[config.mk]
export PLATFORM = sky130hd
export DESIGN_NAME = median_window_ctrl_flat
export DESIGN_NICKNAME = d
export VERILOG_FILES = /design/src/rtl/median_window_ctrl_if.sv /design/src/rtl/median_window_ctrl.sv /design/src/flat_wrapper.sv
export SDC_FILE = /design/constraint.sdc
export NUM_CORES = 1
export LEC_CHECK = 0
export BUFFER_PORTS_ARGS = -buffer_cell sky130_fd_sc_hd__clkbuf_2
export CAP_MARGIN = 20
export CORE_AREA = 5 5 147 149
export DETAILED_ROUTE_END_ITERATION = 10
export DIE_AREA = 0 0 152 154
export GPL_TIMING_DRIVEN = 0
export PLACE_DENSITY = 0.73
export SYNTH_ARGS = -nofsm -noshare
export SYNTH_HDL_FRONTEND = slang
export SYNTH_SLANG_ARGS = --single-unit
[constraint.sdc]
create_clock -name clk -period 5 [get_ports clk]
set_input_delay 1 -clock clk [delete_from_list [all_inputs] [get_ports clk]]
set_output_delay 1 -clock clk [all_outputs]
set_load 0.1 [all_outputs]
[src/rtl/median_window_ctrl_if.sv]
// Sample-in, FIFO-side and pair-out signal bundle for median_window_ctrl.
// slave = controller view, master = surrounding environment view.
interface median_window_ctrl_if #(
  parameter int unsigned DATA_W = 64
);
  logic              s_vld;
  logic [DATA_W-1:0] s_data;
  logic              s_rdy;
  logic              fifo_wr_en;
  logic [DATA_W-1:0] fifo_wr_data;
  logic              fifo_wr_vld;
  logic              fifo_rd_en;
  logic              fifo_rd_vld;
  logic [DATA_W-1:0] fifo_rd_data;
  logic              m_vld;
  logic [DATA_W-1:0] m_new;
  logic [DATA_W-1:0] m_old;
  logic              m_warm;

  modport slave (
    input  s_vld, s_data, fifo_wr_vld, fifo_rd_vld, fifo_rd_data,
    output s_rdy, fifo_wr_en, fifo_wr_data, fifo_rd_en, m_vld, m_new, m_old, m_warm
  );

  modport master (
    output s_vld, s_data, fifo_wr_vld, fifo_rd_vld, fifo_rd_data,
    input  s_rdy, fifo_wr_en, fifo_wr_data, fifo_rd_en, m_vld, m_new, m_old, m_warm
  );
endinterface

[src/rtl/median_window_ctrl.sv]
// Sliding-window sequencer over a FWFT FIFO: emits (newest, oldest) pairs per accepted sample.
// Optional accepted-sample counter enabled by MEDIAN_WINDOW_CTRL_STAT_EN.
module median_window_ctrl #(
  parameter int unsigned DATA_W    = 64,
  parameter int unsigned DEPTH_W   = 10,
  parameter int unsigned STALL_MAX = 1023
) (
  input  logic               clk,
  input  logic               rst,
  input  logic               start,
  input  logic               flush,
  input  logic [DEPTH_W-1:0] cfg_win_len,
  median_window_ctrl_if.slave bus,
  output logic [DEPTH_W-1:0] fill_cnt,
  output logic               busy,
  output logic               err_stall,
  output logic [31:0]        stat_cnt
);
  localparam int unsigned STALL_W = $clog2(STALL_MAX + 1);

  typedef enum logic [1:0] {IDLE, FILL, RUN, FLUSH} state_e;

  state_e              state_q, state_d;
  logic [DEPTH_W-1:0]  win_len_q, win_len_d;
  logic [DEPTH_W-1:0]  fill_cnt_q, fill_cnt_d;
  logic [STALL_W-1:0]  stall_cnt_q, stall_cnt_d;
  logic                err_stall_q, err_stall_d;
  logic                busy_q, busy_d;
  logic                m_vld_q, m_vld_d;
  logic [DATA_W-1:0]   m_new_q, m_new_d;
  logic [DATA_W-1:0]   m_old_q, m_old_d;
  logic                m_warm_q, m_warm_d;
  logic                s_rdy_c;
  logic                rd_en_c;
  logic                accept;
  logic                start_go;

  // A sample coinciding with flush is refused so the drain count stays exact.
  always_comb begin
    s_rdy_c = 1'b0;
    unique case (state_q)
      FILL:    s_rdy_c = bus.fifo_wr_vld & ~flush;
      RUN:     s_rdy_c = bus.fifo_wr_vld & bus.fifo_rd_vld & ~flush;
      default: s_rdy_c = 1'b0;
    endcase
  end

  assign accept   = bus.s_vld & s_rdy_c;
  assign start_go = (state_q == IDLE) & start & ~flush;

  always_comb begin
    state_d     = state_q;
    win_len_d   = win_len_q;
    fill_cnt_d  = fill_cnt_q;
    stall_cnt_d = stall_cnt_q;
    err_stall_d = err_stall_q;
    m_vld_d     = 1'b0;
    m_new_d     = m_new_q;
    m_old_d     = m_old_q;
    m_warm_d    = m_warm_q;
    rd_en_c     = 1'b0;

    unique case (state_q)
      IDLE: begin
        if (start_go) begin
          win_len_d   = (cfg_win_len == '0) ? DEPTH_W'(1) : cfg_win_len;
          err_stall_d = 1'b0;
          state_d     = FILL;
        end
      end
      FILL: begin
        if (flush) begin
          state_d = FLUSH;
        end else if (accept) begin
          fill_cnt_d = fill_cnt_q + DEPTH_W'(1);
          m_vld_d    = 1'b1;
          m_new_d    = bus.s_data;
          m_old_d    = '0;
          m_warm_d   = 1'b0;
          if (fill_cnt_d == win_len_q) state_d = RUN;
        end
      end
      RUN: begin
        if (flush) begin
          state_d = FLUSH;
        end else if (accept) begin
          rd_en_c  = 1'b1;
          m_vld_d  = 1'b1;
          m_new_d  = bus.s_data;
          m_old_d  = bus.fifo_rd_data;
          m_warm_d = 1'b1;
        end
      end
      FLUSH: begin
        rd_en_c = bus.fifo_rd_vld & (fill_cnt_q != '0);
        if (rd_en_c) fill_cnt_d = fill_cnt_q - DEPTH_W'(1);
        if (fill_cnt_d == '0) state_d = IDLE;
      end
      default: state_d = IDLE;
    endcase

    // Stall watchdog only runs while the controller is willing to take samples.
    if (state_q == FILL || state_q == RUN) begin
      if (!bus.s_vld || accept) begin
        stall_cnt_d = '0;
      end else if (stall_cnt_q != STALL_W'(STALL_MAX)) begin
        stall_cnt_d = stall_cnt_q + STALL_W'(1);
      end
      if (stall_cnt_d == STALL_W'(STALL_MAX)) err_stall_d = 1'b1;
    end else begin
      stall_cnt_d = '0;
    end

    busy_d = (state_d != IDLE);
  end

  always_ff @(posedge clk or posedge rst) begin
    if (rst) begin
      state_q     <= IDLE;
      win_len_q   <= DEPTH_W'(1);
      fill_cnt_q  <= '0;
      stall_cnt_q <= '0;
      err_stall_q <= 1'b0;
      busy_q      <= 1'b0;
      m_vld_q     <= 1'b0;
      m_new_q     <= '0;
      m_old_q     <= '0;
      m_warm_q    <= 1'b0;
    end else begin
      state_q     <= state_d;
      win_len_q   <= win_len_d;
      fill_cnt_q  <= fill_cnt_d;
      stall_cnt_q <= stall_cnt_d;
      err_stall_q <= err_stall_d;
      busy_q      <= busy_d;
      m_vld_q     <= m_vld_d;
      m_new_q     <= m_new_d;
      m_old_q     <= m_old_d;
      m_warm_q    <= m_warm_d;
    end
  end

`ifdef MEDIAN_WINDOW_CTRL_STAT_EN
  logic [31:0] stat_cnt_q, stat_cnt_d;

  always_comb begin
    stat_cnt_d = stat_cnt_q;
    if (start_go)    stat_cnt_d = '0;
    else if (accept) stat_cnt_d = stat_cnt_q + 32'd1;
  end

  always_ff @(posedge clk or posedge rst) begin
    if (rst) stat_cnt_q <= '0;
    else     stat_cnt_q <= stat_cnt_d;
  end

  assign stat_cnt = stat_cnt_q;
`else
  assign stat_cnt = '0;
`endif

  assign bus.s_rdy        = s_rdy_c;
  assign bus.fifo_wr_en   = accept;
  assign bus.fifo_wr_data = bus.s_data;
  assign bus.fifo_rd_en   = rd_en_c;
  assign bus.m_vld        = m_vld_q;
  assign bus.m_new        = m_new_q;
  assign bus.m_old        = m_old_q;
  assign bus.m_warm       = m_warm_q;
  assign fill_cnt         = fill_cnt_q;
  assign busy             = busy_q;
  assign err_stall        = err_stall_q;
endmodule
[src/flat_wrapper.sv]
// flat-port wrapper written by rule: the top's interface ports become plain ports
module median_window_ctrl_flat 
#(
  parameter int unsigned DATA_W    = 64,
  parameter int unsigned DEPTH_W   = 10,
  parameter int unsigned STALL_MAX = 1023
)
  (clk, rst, start, flush, cfg_win_len, fill_cnt, busy, err_stall, stat_cnt, bus_s_vld, bus_s_data, bus_fifo_wr_vld, bus_fifo_rd_vld, bus_fifo_rd_data, bus_s_rdy, bus_fifo_wr_en, bus_fifo_wr_data, bus_fifo_rd_en, bus_m_vld, bus_m_new, bus_m_old, bus_m_warm);
  median_window_ctrl_if #(.DATA_W(DATA_W)) bus_i ();
  input  logic clk;
  input  logic rst;
  input  logic start;
  input  logic flush;
  input  logic [DEPTH_W-1:0] cfg_win_len;
  output logic [DEPTH_W-1:0] fill_cnt;
  output logic busy;
  output logic err_stall;
  output logic [31:0] stat_cnt;
  input wire logic [$bits(bus_i.s_vld)-1:0] bus_s_vld;
  input wire logic [$bits(bus_i.s_data)-1:0] bus_s_data;
  input wire logic [$bits(bus_i.fifo_wr_vld)-1:0] bus_fifo_wr_vld;
  input wire logic [$bits(bus_i.fifo_rd_vld)-1:0] bus_fifo_rd_vld;
  input wire logic [$bits(bus_i.fifo_rd_data)-1:0] bus_fifo_rd_data;
  output wire logic [$bits(bus_i.s_rdy)-1:0] bus_s_rdy;
  output wire logic [$bits(bus_i.fifo_wr_en)-1:0] bus_fifo_wr_en;
  output wire logic [$bits(bus_i.fifo_wr_data)-1:0] bus_fifo_wr_data;
  output wire logic [$bits(bus_i.fifo_rd_en)-1:0] bus_fifo_rd_en;
  output wire logic [$bits(bus_i.m_vld)-1:0] bus_m_vld;
  output wire logic [$bits(bus_i.m_new)-1:0] bus_m_new;
  output wire logic [$bits(bus_i.m_old)-1:0] bus_m_old;
  output wire logic [$bits(bus_i.m_warm)-1:0] bus_m_warm;
  assign bus_i.s_vld = bus_s_vld;
  assign bus_i.s_data = bus_s_data;
  assign bus_i.fifo_wr_vld = bus_fifo_wr_vld;
  assign bus_i.fifo_rd_vld = bus_fifo_rd_vld;
  assign bus_i.fifo_rd_data = bus_fifo_rd_data;
  assign bus_s_rdy = bus_i.s_rdy;
  assign bus_fifo_wr_en = bus_i.fifo_wr_en;
  assign bus_fifo_wr_data = bus_i.fifo_wr_data;
  assign bus_fifo_rd_en = bus_i.fifo_rd_en;
  assign bus_m_vld = bus_i.m_vld;
  assign bus_m_new = bus_i.m_new;
  assign bus_m_old = bus_i.m_old;
  assign bus_m_warm = bus_i.m_warm;
  median_window_ctrl #(.DATA_W(DATA_W), .DEPTH_W(DEPTH_W), .STALL_MAX(STALL_MAX)) u_core (.clk(clk), .rst(rst), .start(start), .flush(flush), .cfg_win_len(cfg_win_len), .bus(bus_i), .fill_cnt(fill_cnt), .busy(busy), .err_stall(err_stall), .stat_cnt(stat_cnt));
endmodule
### Yosys cells after proc, flatten, opt, wreduce, memory -nomap -nowiden

Index checks and enable logic that the tools add are counted.

| word-level totals | value |
|---|---|
| bits in registers | 164 |

| cells by class | value |
|---|---|
| add/subtract/negate cells | 3 |
| equal/unequal tests | 10 |
| multiplexer cells | 36 |
| bitwise logic cells | 8 |
| reduce and logical (&&, ||, !) cells | 15 |

Operators by type and width:

| cell | count |
|---|---|
| $mux W64 | 4 |
| $pmux W64 S2 | 1 |
| $mux W10 | 9 |
| $add A10 B1 Y10 const B | 2 |
| $logic_not A10 Y1 | 2 |
| $pmux W10 S2 | 1 |
| $mux W2 | 6 |
| $mux W1 | 11 |
| $eq A10 B10 Y1 | 1 |
| $eq A10 B10 Y1 const B | 1 |
| $ne A10 B10 Y1 const B | 1 |
| $reduce_bool A10 Y1 | 1 |
| $sub A10 B1 Y10 const B | 1 |
| $pmux W2 S4 | 1 |
| $and A1 B1 Y1 | 7 |
| $pmux W1 S2 | 3 |
| $reduce_and A3 Y1 | 2 |
| $reduce_bool A2 Y1 | 3 |
| $reduce_and A5 Y1 | 1 |
| $eq A2 B2 Y1 const B | 2 |
| $ne A2 B1 Y1 const B | 2 |
| $ne A2 B2 Y1 const B | 2 |
| $eq A2 B1 Y1 const B | 1 |
| $logic_not A2 Y1 | 1 |
| 5 further kinds | 6 |

### Longest topological paths before layout

Gate-level depths: netlist of the first run.

| depth | value |
|---|---|
| depth after elaboration | 10 |
| depth in mapped cells | 12 |
| depth with buffers taken out | 12 |

### Worst setup path after synthesis of the first run

OpenSTA, ideal clock, no wires.

| timing path | value |
|---|---|
| path type | input to output |
| from | in bus_fifo_rd_vld |
| to | out bus_fifo_rd_en |
| arrival time | 4.237 ns |
| setup slack | -0.237 ns |
| stages on the path | 6 |
| path buffers | 1 |
| path through | nor2b_1 > or3_4 > inv_2 > nand2_4 > clkbuf_1 > o21ai_0 |

| between the ends | value |
|---|---|
| cells in the longest elaborated chain, start to end | 7 |

Ends and longest elaborated chain:

| what | RTL line | text |
|---|---|---|
| start, declared | flat_wrapper.sv:22 | `input wire logic [$bits(bus_i.fifo_rd_vld)-1:0] bus_fifo_rd_vld;` |
| $and A1 B1 Y1 (2 in a row) | median_window_ctrl.sv:43 | `RUN: s_rdy_c = bus.fifo_wr_vld & bus.fifo_rd_vld & ~flush;` |
| $pmux W1 S2 | median_window_ctrl.sv:41 | `unique case (state_q)` |
| named net bus_s_rdy | flat_wrapper.sv:24 | `output wire logic [$bits(bus_i.s_rdy)-1:0] bus_s_rdy;` |
| $and A1 B1 Y1 | median_window_ctrl.sv:48 | `assign accept = bus.s_vld & s_rdy_c;` |
| $mux W1 | median_window_ctrl.sv:86 | `end else if (accept) begin` |
| $mux W1 | median_window_ctrl.sv:84 | `if (flush) begin` |
| $pmux W1 S2 | median_window_ctrl.sv:63 | `unique case (state_q)` |
| end, declared | flat_wrapper.sv:27 | `output wire logic [$bits(bus_i.fifo_rd_en)-1:0] bus_fifo_rd_en;` |

The timed path passes the listed nets, and every way through them passes these cells.

### Worst setup path after layout of the first run

| timing path | value |
|---|---|
| from | reg u_core.state_q[0] |
| to | out bus_fifo_rd_en |

| between the ends | value |
|---|---|
| cells in the longest elaborated chain, start to end | 6 |

Ends and longest elaborated chain:

| what | RTL line | text |
|---|---|---|
| start, declared | median_window_ctrl.sv:23 | `state_e state_q, state_d;` |
| start signal, assigned | median_window_ctrl.sv:130 | `state_q <= state_d;` |
| $eq A2 B2 Y1 / $eq A2 B1 Y1 (equally long branches) | median_window_ctrl.sv:41, median_window_ctrl.sv:63 |  |
| $pmux W1 S2 | median_window_ctrl.sv:41 |  |
| $and A1 B1 Y1 | median_window_ctrl.sv:48 |  |
| $mux W1 | median_window_ctrl.sv:86 |  |
| $mux W1 | median_window_ctrl.sv:84 |  |
| $pmux W1 S2 * | median_window_ctrl.sv:63 |  |

Mark *: on every way between the ends. The rest lies on a longest branch, timed or not.

==> metrics.md, run 1 <==
| Metric | Value |
|---|---|
| Status | completed |
| Yosys top cell area share | 52.1% |
| Synth warn | 0 |
| Crit path largest cell delay | 510 ps |
| Seq. cell area | 0.00411 sq mm |
| Nets@finish | 1362 |
| GR Util met1 | 25.7% |
| Hold Crit Start | u_core.bus.m_new[28] |
| M3 GR Usage | 5.48% |
| Total track usage | 20.5% |
| Core area | 0.0200 sq mm |
| Post-synthesis async set-or-reset flop share | 100% |
| Final critical-path share of the clock period | 82.3% |
| Clock sink total | 164 |
| CP arrival | 3120 ps |
| Fin. Hold Viols | 0 |
| GR peak layer | met2 |
| DIE AREA | 0.0234 sq mm |
| # Post-CTS Setup Buffers | 0 |
| CTS tree | yes |
| Hold Crit Endpoint | u_core.bus.m_new[28] |
| Clock slew at reported path FFs | 70 ps |
| Slew headroom | 45.8% |
| Met2 usage | 34.5% |
| Post-DR wirelength/cell | 16.5 um |
| DRC | 0 |
| Num rows | 52 |
| Hold Slack | 473 ps |
| F_max | 243 MHz |
| Vias in the first global route | 7270 |
| Gate Count Post-Synth | 801 |
| Post-DP HPWL | 19.5 mm |
| Commonest cells post-synth | nand2_1, dfrtp_1, buf_4 |
| RSZ-0062 raised after global routing | false |
| DRT iter0 DRCs | 401 |
| Max Cap Viol | 0 |
| DR vias/cell | 4.76 |
| Crit path max fanout | 10 |
| R2R depth | 10 |
| Post-cts resize count | 0 |
| Hold depth | 2 |
| CTS Buffer Depth | 2 |
| CTS Hold Bufs | 0 |
| Count leader, synth | nand2_1 |
| Die extent in x | 152 um |
| R2R setup slack | 1840 ps |
| Initial antenna violation count | 0 |
| Routed Antenna Nets | 0 |
| Routed WL | 24.7 mm |
| Routed via count | 7108 |
| Kind of critical path | reg -> out |
| Layout Skew | 8.38 ps |
| Io pins | 386 |
| R2r startpoint | u_core.fill_cnt[0] |
| Pins Over Slew Limit | 0 |
| Largest cells by area after synthesis | dfrtp_1, nand2_1, buf_4, a22o_1, xnor2_1 |
| First-pass GRT wire length | 38.9 mm |
| Post-DP Area | 0.0101 sq mm |
| FF-to-FF End | u_core.busy |
| Tightest Hold Check Type | reg -> reg |
| CTS Root Cell | clkbuf_16 |
| Final GP Congestion | 0.882 |
| Required @ worst endpoint | 4000 ps |
| Multi-input gate area | 0.00288 sq mm |
| CTS Buf Count | 17 |
| Grt total ovfl | 0 |
| Starting Density | 39.0% |
| Clock latency on the worst-skew pair | 420 ps |
| H-tree levels | 4 |
| CP cell instances | inv_1 > ha_1 > nor2b_1 > or3_4 > inv_2 > nand2_4 > clkbuf_1 > o21ai_1 > clkbuf_2 |
| Final core occ | 53.6% |
| Largest net degree at the start of global routing | 39 |
| Synth Flop Type | dfrtp_1 |
| Share of post-route cells with drive strength above 1 | 42.1% |
| Final setup viols | 0 |
| Register area share after synthesis | 52.5% |
| Ant diodes | 0 |
| EDFF count, synth | 0 |
| FF+latch count, synth | 164 |
| Netlist cell types | 60 |
| Port Buf Inserts | 353 |
| Crit path time final | 4120 ps |
| CP Capture Type | output port |
| Slowest cell on crit path | clkbuf_2 |
| Worst Max-Slew Pin Slew | 813 ps |
| DR pass1 iterations | 4 |
| Post-route cell area | 0.0107 sq mm |
| Die Ht | 154 um |
| Worst Setup Start Kind | flip-flop |
| Final setup TNS | 0 ps |
| Filler cell count | 1884 |
| Synth Cell Area | 0.00782 sq mm |
| Layout Area Growth over Synthesis | 37.3% |
| Syn Area/Cell | 9.77 sq um |
| Synth area leader | dfrtp_1 |
-- worst max-delay path: cells and delay by family, from the launching register on --
family,cells,cell delay [ps]
buffers and inverters,4,1080
and+or+nand+nor,3,610
DFF,1,420
AOI/OAI and AO/OA,1,330
adders and majority gates,1,260
-- flip-flops by register name (all words and copies together), names as in the netlist --
signal / flops
u_core.bus.m_new: 64
u_core.bus.m_old: 64
u_core.fill_cnt: 10
u_core.stall_cnt_q: 10
u_core.win_len_q: 10
u_core.state_q: 2
u_core.bus.m_vld: 1
u_core.bus.m_warm: 1
u_core.busy: 1
u_core.err_stall: 1
-- how the worst max path moves through the flow --
stage                            from                    to  slack (ps)  cells past startpoint
finish              u_core.state_q[0]        bus_fifo_rd_en         880                      9
detailed placement    bus_fifo_rd_vld        bus_fifo_rd_en         980                      8
CTS                 u_core.state_q[0]        bus_fifo_rd_en         830                      9
global route        u_core.state_q[0]        bus_fifo_rd_en         650                      9
global placement                  rst  u_core.bus.m_old[41]         860                      2
floorplan             bus_fifo_rd_vld        bus_fifo_rd_en         520                      6
-- layout make-up --
cell class | instances | share of cell area (%)
clock inverter | 14 | 1.49
buffer | 138 | 8.28
inverter | 16 | 0.594
timing repair buffer | 358 | 17.3
multi-input combinational | 514 | 26.9
sequential | 164 | 38.2
tap | 270 | 3.15
clock buffer | 18 | 4.09
-- stage by stage --
stage                     cells  setup WS (ps)
after global routing       1492            653
final                      1492            884
after global placement     1455            862
after detailed placement   1459            976
after floorplan             832            520
after CTS                  1491            834
-- metal layers --
metal | up-vias | routed length, um
li1 | 3407 | -
met1 | 3356 | 10200
met2 | 306 | 12200
met3 | 39 | 1780
met4 | 0 | 546
met5 | - | 0
-- placed cells by master (no fill, tap or decap), drive strengths merged, types with 3 or more instances in the layout --
master,n
clkbuf,400
nor2,27
or3,3
nand3,15
nor4,6
nand2,215
nor3,10
clkinv,3
nor2b,7
buf,114
xnor2,14
dfrtp,163
mux2,10
conb,32
and3,6
inv,24
a22o,64
nand2b,5
a21oi,19
ha,8
nand4,9
o21ai,17
xor2,8
o31ai,3
a31oi,6
-- cell families after synthesis --
family          Yosys count  synth area share, %
compound gates          131                 12.7
xor+xnor                 22                 2.46
fa+ha+maj                 8                 1.28
buf+inv                 154                 12.1
flops                   164                 52.5
mux                      10                 1.44
other cells               1               0.0479
simple gates            311                 17.4
Power of run 1 is not shown: default switching activity piles up to over one toggle a cycle in this logic, so the estimate is an artifact.
==> run 2, diff against run 1 <==
==> constraint.sdc (replaced) <==
create_clock -name clk -period 3.36 [get_ports clk]
set_input_delay 0.672 -clock clk [delete_from_list [all_inputs] [get_ports clk]]
set_output_delay 0.672 -clock clk [all_outputs]
set_load 0.1 [all_outputs]
==> metrics.md, run 2 (same netlist as run 1, synthesis figures left out) <==
| Metric | Value |
|---|---|
| Status | completed |
| Largest net degree at the start of global routing | 43 (+10%) |
| Nets@finish | 1361 (-0.073%) |
| F_max | 314 MHz |
| Total track usage | 21.2% (+0.72 points) |
| R2r startpoint | u_core.fill_cnt[1] |
| H-tree levels | 4 (unchanged) |
| Ant diodes | 0 (unchanged) |
| CP endpoint | bus_fifo_rd_en |
| Vias in the first global route | 7252 (-0.25%) |
| DRT iter0 DRCs | 415 (+3.5%) |
| Worst Max-Slew Pin Slew | 948 ps (+135 ps) |
| Tightest Hold Check Type | in -> async |
| Routed via count | 7164 (+0.79%) |
| R2R setup slack | 440 ps (-1400 ps) |
| First-pass GRT wire length | 40.0 mm (+3.0%) |
| Pins Over Slew Limit | 0 (unchanged) |
| Die extent in x | 152 um (unchanged) |
| Final setup viols | 0 (unchanged) |
| Post-DP HPWL | 20.0 mm (+2.6%) |
| Core area | 0.0200 sq mm (unchanged) |
| Clock latency on the worst-skew pair | 430 ps (about the same) |
| Clock sink total | 164 (unchanged) |
| Layout Skew | 13.2 ps (+4.85 ps) |
| Initial antenna violation count | 0 (unchanged) |
| Commonest cells after routing, fill and taps aside | clkbuf_2, nand2_1, dfrtp_1 |
| Starting Density | 39.0% (unchanged) |
| Final critical-path share of the clock period | 94.7% |
| Kind of critical path | reg -> out |
| Grt total ovfl | 0 (unchanged) |
| Fin. Hold Viols | 0 (unchanged) |
| Io pins | 386 (unchanged) |
| Worst Setup Start Kind | flip-flop |
| Routed Antenna Nets | 0 (unchanged) |
| FF-to-FF End | u_core.busy |
| Final GP Congestion | 0.933 (+5.7%) |
| CTS tree | yes |
| Max Cap Viol | 0 (unchanged) |
| Layout Area Growth over Synthesis | 37.3% (about the same) |
| Share of post-route cells with drive strength above 1 | 42.4% (+0.36 points) |
| CTS Buf Count | 17 (unchanged) |
| DRC | 0 (unchanged) |
| R2R depth | 10 (unchanged) |
| DR vias/cell | 4.80 (+0.86%) |
| CTS Root Cell | clkbuf_16 |
| RSZ-0062 raised after global routing | false |
| DIE AREA | 0.0234 sq mm (unchanged) |
| Crit path launch | u_core.state_q[1] |
| Slew headroom | 36.4% (-9.4 points) |
| CP Capture Type | output port |
| Clock slew at reported path FFs | 70 ps (about the same) |
| CP arrival | 2510 ps (-610 ps) |
| Num rows | 52 (unchanged) |
| Final core occ | 53.6% (about the same) |
| Crit path time final | 3180 ps |
| Routed WL | 25.2 mm (+2.1%) |
| Post-DR wirelength/cell | 16.9 um (+2.2%) |
| DR pass1 iterations | 5 (+1) |
| Port Buf Inserts | 353 (unchanged) |
| Crit path max fanout | 10 (unchanged) |
| CTS Buffer Depth | 2 (unchanged) |
| Die Ht | 154 um (unchanged) |
| Commonest non-fill, non-tap cell in the layout | clkbuf_2 |
| Required @ worst endpoint | 2690 ps (-1310 ps) |
## run 2: cell type report
type / count / area (sq um)
clock inverter: 14 / 139
clock buffer: 18 / 429
multi-input combinational: 514 / 2900
fill: 1820 / 9300
inverter: 16 / 63.8
tap: 270 / 338
sequential: 164 / 4110
timing repair buffer: 358 / 1880
buffer: 137 / 891
## run 2: worst max-delay path: stages, from the launching register on
cell and delay [ps]:
dfrtp_1 450, inv_1 100, ha_1 310, nand2_1 50
or3_4 340, inv_2 90, nand2_4 80, clkbuf_4 240
o21ai_4 220, buf_12 200
## run 2: worst min path at each step
stage                    startpoint                    to  slack, ps
2_1_floorplan   u_core.win_len_q[0]   u_core.win_len_q[0]        460
3_3_place_gp   u_core.bus.m_new[46]  u_core.bus.m_new[46]        460
3_5_place_dp    u_core.bus.m_new[6]   u_core.bus.m_new[6]        460
4_1_cts                         rst  u_core.bus.m_new[15]        310
5_1_grt                         rst  u_core.bus.m_new[15]        350
6_report                        rst  u_core.bus.m_new[15]        310
## run 2: metal layers
metal  global-route usage [%]  part of all wire, %  vias up
met3                     5.76                  7.0       47
met1                     26.0                   40     3369
met4                     7.11                  2.6        0
met5                        0                    0        -
li1                         -                    -     3407
met2                     36.2                   50      341
## run 2: through the flow
step	worst slack (ps)	instances	setup TNS (ps)	hold WS [ps]	cell area, sq um
after global routing	7.78	1491	0	347	10700
after floorplan	76.3	832	0	464	7960
after global placement	-671	1455	-68760	457	10100
final	177	1491	0	312	10700
after detailed placement	6.21	1459	0	462	10100
after CTS	27.6	1491	0	307	10700
## run 2: timing repair
item	4_1_cts	5_1_grt
resized for setup	6	4
setup endpoints to repair	2	2
hold buffers	0	0
setup buffers	0	1
Power of run 2 is left out for the same reason.
